File: config.mk
export PLATFORM = sky130hd
export DESIGN_NAME = pipe_stage_fifo_flat
export DESIGN_NICKNAME = d
export VERILOG_FILES = /design/src/rtl/pipe_stage_fifo_pkg.sv /design/src/rtl/pipe_stage_fifo_if.sv /design/src/rtl/pipe_stage_fifo_ptr_ctr.sv /design/src/rtl/pipe_stage_fifo.sv /design/src/flat_wrapper.sv
export SDC_FILE = /design/constraint.sdc
export NUM_CORES = 1
export LEC_CHECK = 0
export BUFFER_PORTS_ARGS = -buffer_cell sky130_fd_sc_hd__buf_2
export CAP_MARGIN = 20
export CORE_MARGIN = 1.5
export CORE_UTILIZATION = 25
export DETAILED_ROUTE_END_ITERATION = 12
export SYNTH_ARGS = -nofsm -noshare
export SYNTH_HDL_FRONTEND = slang
export SYNTH_HIERARCHICAL = 1
export SYNTH_SLANG_ARGS = --single-unit
File: constraint.sdc
create_clock -name clk -period 6.4 [get_ports clk]
set_input_delay 0 -clock clk [delete_from_list [all_inputs] [get_ports clk]]
set_output_delay 0 -clock clk [all_outputs]
set_load 0.02 [all_outputs]
File: src/rtl/pipe_stage_fifo_pkg.sv
// pipe_pkg: shared pipeline-stage constants, control bundle and NOP payload helper
package pipe_pkg;

   localparam logic [31:0] NOP_INST = 32'h0000_0000;

   typedef struct packed {
      logic       reg_write_enable;
      logic       mem_or_reg;
      logic       pc_or_mem;
      logic       jump;
      logic       jump_register;
      logic       should_branch;
      logic       float_reg_write_enable;
      logic       regfile_mux;
      logic       fp_regfile_mux;
      logic [4:0] alu_operation;
      logic [4:0] rd_num;
   } stage_ctrl_t;

   // The instruction word sits in the low bits; every control bit above it stays clear.
   function automatic logic [1023:0] nop_payload(input int width);
      return (width >= 32) ? {992'b0, NOP_INST} : '0;
   endfunction

endpackage

File: src/rtl/pipe_stage_fifo_if.sv
// pipe_stage_fifo_if: valid/ready handshake bundle between two pipeline stages
interface pipe_stage_fifo_if #(
   parameter int DATA_W = 32,
   parameter int DEPTH  = 2
);
   logic                         in_valid;
   logic [DATA_W-1:0]            in_data;
   logic                         in_ready;
   logic                         out_valid;
   logic [DATA_W-1:0]            out_data;
   logic                         out_ready;
   logic                         stall;
   logic                         flush;
   logic [$clog2(DEPTH+1)-1:0]   count;

   modport master (
      output in_valid, in_data, out_ready, stall, flush,
      input  in_ready, out_valid, out_data, count
   );

   modport slave (
      input  in_valid, in_data, out_ready, stall, flush,
      output in_ready, out_valid, out_data, count
   );
endinterface

File: src/rtl/pipe_stage_fifo_ptr_ctr.sv
// pipe_ptr_ctr: wrap-around FIFO pointer with increment enable and synchronous clear
module pipe_ptr_ctr #(
   parameter int DEPTH = 2,
   localparam int PW   = $clog2(DEPTH)
) (
   input  logic          clk,
   input  logic          rst_b,
   input  logic          clr,
   input  logic          inc,
   output logic [PW-1:0] ptr
);

   // Clear beats increment; the last slot wraps back to zero.
   always_ff @(posedge clk or posedge rst_b)
      if (rst_b) ptr <= '0;
      else ptr <= clr ? '0 : inc ? ((ptr == PW'(DEPTH - 1)) ? '0 : ptr + PW'(1)) : ptr;

endmodule

File: src/rtl/pipe_stage_fifo.sv
// pipe_stage_fifo: elastic DEPTH-entry pipeline-stage buffer with stall, flush and NOP bubbles
module pipe_stage_fifo
   import pipe_pkg::*;
#(
   parameter int                DATA_W    = 32,
   parameter int                DEPTH     = 2,
   parameter logic [DATA_W-1:0] NOP_VALUE = DATA_W'(nop_payload(DATA_W))
) (
   input logic               clk,
   input logic               rst_b,
   pipe_stage_fifo_if.slave  bus
);

   localparam int PW = $clog2(DEPTH);
   localparam int CW = $clog2(DEPTH + 1);

   logic [DATA_W-1:0] mem [DEPTH];
   logic [PW-1:0]     wr_ptr, rd_ptr;
   logic [CW-1:0]     count;
   logic              push, pop;

   // Occupancy alone decides full/empty, so the pointers may freely coincide.
   assign bus.in_ready  = (count != CW'(DEPTH)) & ~bus.flush;
   assign bus.out_valid = (count != '0) & ~bus.stall & ~bus.flush;
   assign bus.out_data  = bus.out_valid ? mem[rd_ptr] : NOP_VALUE;
   assign bus.count     = count;
   assign push          = bus.in_valid & bus.in_ready;
   assign pop           = bus.out_valid & bus.out_ready;

   pipe_ptr_ctr #(.DEPTH(DEPTH)) u_wr_ptr (
      .clk(clk), .rst_b(rst_b), .clr(bus.flush), .inc(push), .ptr(wr_ptr)
   );

   pipe_ptr_ctr #(.DEPTH(DEPTH)) u_rd_ptr (
      .clk(clk), .rst_b(rst_b), .clr(bus.flush), .inc(pop), .ptr(rd_ptr)
   );

   // Payload storage is deliberately left unreset; count gates what is visible.
   always_ff @(posedge clk)
      if (push) mem[wr_ptr] <= bus.in_data;

   // Occupancy tracks push/pop; flush empties the buffer regardless of traffic.
   always_ff @(posedge clk or posedge rst_b)
      if (rst_b) count <= '0;
      else if (bus.flush) count <= '0;
      else if (push != pop) count <= push ? count + CW'(1) : count - CW'(1);

   occupancy_bound: assert property (@(posedge clk) disable iff (rst_b) count <= CW'(DEPTH));

endmodule

File: src/flat_wrapper.sv
// flat-port wrapper written by rule: the top's interface ports become plain ports
module pipe_stage_fifo_flat import pipe_pkg::*;
#(
   parameter int                DATA_W    = 32,
   parameter int                DEPTH     = 2,
   parameter logic [DATA_W-1:0] NOP_VALUE = DATA_W'(nop_payload(DATA_W))
)
  (clk, rst_b, bus_in_valid, bus_in_data, bus_out_ready, bus_stall, bus_flush, bus_in_ready, bus_out_valid, bus_out_data, bus_count);
  pipe_stage_fifo_if #(.DATA_W(DATA_W), .DEPTH(DEPTH)) bus_i ();
  input logic clk;
  input logic rst_b;
  input wire logic [$bits(bus_i.in_valid)-1:0] bus_in_valid;
  input wire logic [$bits(bus_i.in_data)-1:0] bus_in_data;
  input wire logic [$bits(bus_i.out_ready)-1:0] bus_out_ready;
  input wire logic [$bits(bus_i.stall)-1:0] bus_stall;
  input wire logic [$bits(bus_i.flush)-1:0] bus_flush;
  output wire logic [$bits(bus_i.in_ready)-1:0] bus_in_ready;
  output wire logic [$bits(bus_i.out_valid)-1:0] bus_out_valid;
  output wire logic [$bits(bus_i.out_data)-1:0] bus_out_data;
  output wire logic [$bits(bus_i.count)-1:0] bus_count;
  assign bus_i.in_valid = bus_in_valid;
  assign bus_i.in_data = bus_in_data;
  assign bus_i.out_ready = bus_out_ready;
  assign bus_i.stall = bus_stall;
  assign bus_i.flush = bus_flush;
  assign bus_in_ready = bus_i.in_ready;
  assign bus_out_valid = bus_i.out_valid;
  assign bus_out_data = bus_i.out_data;
  assign bus_count = bus_i.count;
  pipe_stage_fifo #(.DATA_W(DATA_W), .DEPTH(DEPTH), .NOP_VALUE(NOP_VALUE)) u_core (.clk(clk), .rst_b(rst_b), .bus(bus_i));
endmodule
==> summary.md <==
| Metric | Value |
|---|---|
| Routed wire per std cell | 11.6 um |
| Tot Pwr | 0.937 mW |
| Die W | 108 um |
| Final hold violations | 0 |
| Synth cell types | 25 |
| VDD IR max | 93.9 uV |
| Hold path cells | 4 |
| Synthesis Warnings | 6 |
| WL final | 4.94 mm |
| Critical-path maximum fanout | 33 |
| Hold Path Sink | u_core/bus.count[1]$_DFFE_PP0P_ |
| Total iterations of the first detailed-routing run | 4 |
| Final setup TNS | 0 ns |
| Top cells by area, synth | edfxtp_1 69%, mux2i_1 12%, nor2_2 6.8%, dfrtp_1 3.6%, buf_12 2.2% |
| R2r endpoint | u_core/mem[1][18]$_DFFE_PP_ |
| Initial antenna violation count | 0 |
| Register area share after synthesis | 72.8% |
| Mean number of vias per cell | 3.98 |
| Fmax | 0.480 GHz |
| CTS tree | yes |
| Synth top area share | 69.2% |
| Post-Syn Area per Cell | 16.6 um2 |
| RR Startpoint | u_core/bus.count[0]$_DFFE_PP0P_ |
| Post-synth top area cell | edfxtp_1 |
| ANT cells | 0 |
| Clock Latency Late Sink | 0.34 ns |
| Worst Max-Slew Pin Slew | 0.984 ns |
| Clock transition at path regs | 0.07 ns |
| Num CTS Buffers | 9 |
| Minimum clock period | 2.08 ns |
| Worst reg-to-reg setup slack | 4.35 ns |
| Gpl congestion | 0.727 |
| Worst slew margin | 34.4% |
| Core Box Area | 10800 um2 |
| Final nets | 319 |
| CP Class | reg -> out |
| Rows | 38 |
| Dpl hpwl | 3.19 mm |
| Synthesis-to-finish area growth | 37.0% |
| IO Pins | 74 |
| Initial core utilization | 25.6% |
| Crit start category | register |
| Via count | 1695 |
| Crit. End Element | output pin |
| Root buffer cell | clkbuf_8 |
| Vias in the first global route | 1629 |
| Clock skew | 0.0107 ns |
| DIE AREA | 11800 um2 |
| Worst hold path type | in -> reg |
| Clk sinks | 68 |
| Synth Instances | 167 |
| Synth Cell Area | 2780 um2 |
| Die height | 108 um |
| DRC viols | 0 |
| GR Util All Layers | 8.70% |
| Final Setup Violations | 0 |
| Drt initial violations | 59 |
| Hold path startpoint | bus_out_ready |
| Flops & latches, synth | 68 |
| Hold_ws | 0.0334 ns |
| CP Data Required Time | 6.40 ns |
| RSZ-0062 raised after global routing | no |
| Max Slew Vio Count | 0 |
| Clock Tree Buf Depth | 2 |
| Setup repair bufs after CTS | 0 |
| GRT overflow | 0 |
| I/O Buffers | 73 |
| Reg2Reg Depth | 3 |
| Arrival time at the worst endpoint | 2.08 ns |
| Largest net degree at the start of global routing | 34 |
| Outcome | finished, final reports clean |
| Layout cell share with drive strength beyond 1 | 43.4% |
| Lkg Pwr | 1.42 nW |
| Pwr per Cell Area | 246 nW/um2 |
| Post-route ant nets | 0 |
| H-Tree Depth | 3 |
| First-pass GRT wire length | 7.58 mm |
| Final Cycle Share | 32.5% |
| Max-cap violations | 0 |
| Syn_nets | 205 |
-- layout by cell type (no fill, tap or decap), types with 2 or more instances in the layout --
cell type / instances
buf_2: 73
buf_4: 2
clkbuf_8: 9
clkinv_2: 2
clkinv_4: 2
dfrtp_1: 3
dlygate4sd3_1: 36
edfxtp_1: 64
inv_1: 5
mux2i_1: 32
nor2_1: 6
nor2_2: 30
xnor2_1: 2
-- final cells by class --
cell class | count | area [um2]
fillers | 1080 | 7030
flip-flops and latches | 68 | 2020
repair buffers | 111 | 741
multi-input cells | 86 | 656
well taps | 140 | 175
clock buffers | 10 | 128
clock inverters | 6 | 65.1
inverters | 5 | 18.8
-- Yosys cell counts, drive strengths merged --
cell and number:
nor2b 1, xnor2 2, inv 5, edfxtp 64
a22oi 1, nor4 1, a31oi 1, nand2b 1
nand2 1, nor3 1, nand3 1, o211ai 1
a21oi 1, mux2i 32, nor2 36, and2 2
o21ai 1, dfrtp 4, buf 8, and3b 1
and2b 1, or3 1
-- kinds of logic (layout without fill, tap and decap cells) --
kind of cell           count (synthesis)  count (layout)  share of synthesized area, %
AO/OA/AOI/OAI                          5               5                          1.13
XOR/XNOR                               2               2                         0.630
buffers and inverters                 13             132                          3.96
flip-flops                            68              68                          72.8
multiplexers                          32              32                          11.5
AND/OR/NAND/NOR                       47              47                          10.0
-- sequential cells by signal, summed over array words and instances, names as in the netlist --
signal,count
u_core/mem,64
u_core/bus.count,2
u_core/u_rd_ptr/ptr,1
u_core/u_wr_ptr/ptr,1
-- metrics by stage --
step                      instance area, um2  cells  setup WS (ns)  util (%)
after floorplan                         2780    167           2.09         -
after global placement                  3250    374           4.45      30.0
after detailed placement                3250    374           4.32      30.0
after CTS                               3810    426           4.27      35.1
after global routing                    3810    426           4.18      35.1
final                                   3810    426           4.32      35.1
-- worst max-delay path by stage --
stage                     slack, ns                       startpoint  cells after the start                     endpoint
after global routing           4.18  u_core/bus.count[0]$_DFFE_PP0P_                      4             bus_out_data[27]
after detailed placement       4.32  u_core/bus.count[0]$_DFFE_PP0P_                      3  u_core/mem[1][24]$_DFFE_PP_
after CTS                      4.27  u_core/bus.count[0]$_DFFE_PP0P_                      4             bus_out_data[27]
after global placement         4.45  u_core/bus.count[0]$_DFFE_PP0P_                      3  u_core/mem[1][30]$_DFFE_PP_
after floorplan                2.09  u_core/bus.count[0]$_DFFE_PP0P_                      2   u_core/mem[0][0]$_DFFE_PP_
final                          4.32  u_core/bus.count[0]$_DFFE_PP0P_                      4             bus_out_data[27]
-- repair_timing --
action                                  in CTS  in global routing
endpoints found under the setup margin       0                  0
hold buffers                                36                  0
gates resized for setup                      0                  0
hold endpoints to repair                    72                  0
-- per-layer routing --
layer / GRT usage (%) / wire length, um / up-vias
met5: 0 / 0 / -
met4: 3.38 / 50 / 0
met3: 3.80 / 290 / 7
met2: 14.2 / 2450 / 47
met1: 10.0 / 2150 / 809
li1: - / - / 832
-- worst max-delay path: stages (launching register included) --
cell and delay, ns:
dfrtp_1 0.42, nor2_1 0.07, or3_2 0.82, nor2_2 0.24, buf_2 0.18
-- report_power, final --
part	internal [mW]	switching, mW	total [mW]
logic	0.0420	0.0451	0.0871
registers	0.506	0.00832	0.514
clock network	0.180	0.156	0.336
Power figures use the tool's default switching activity.
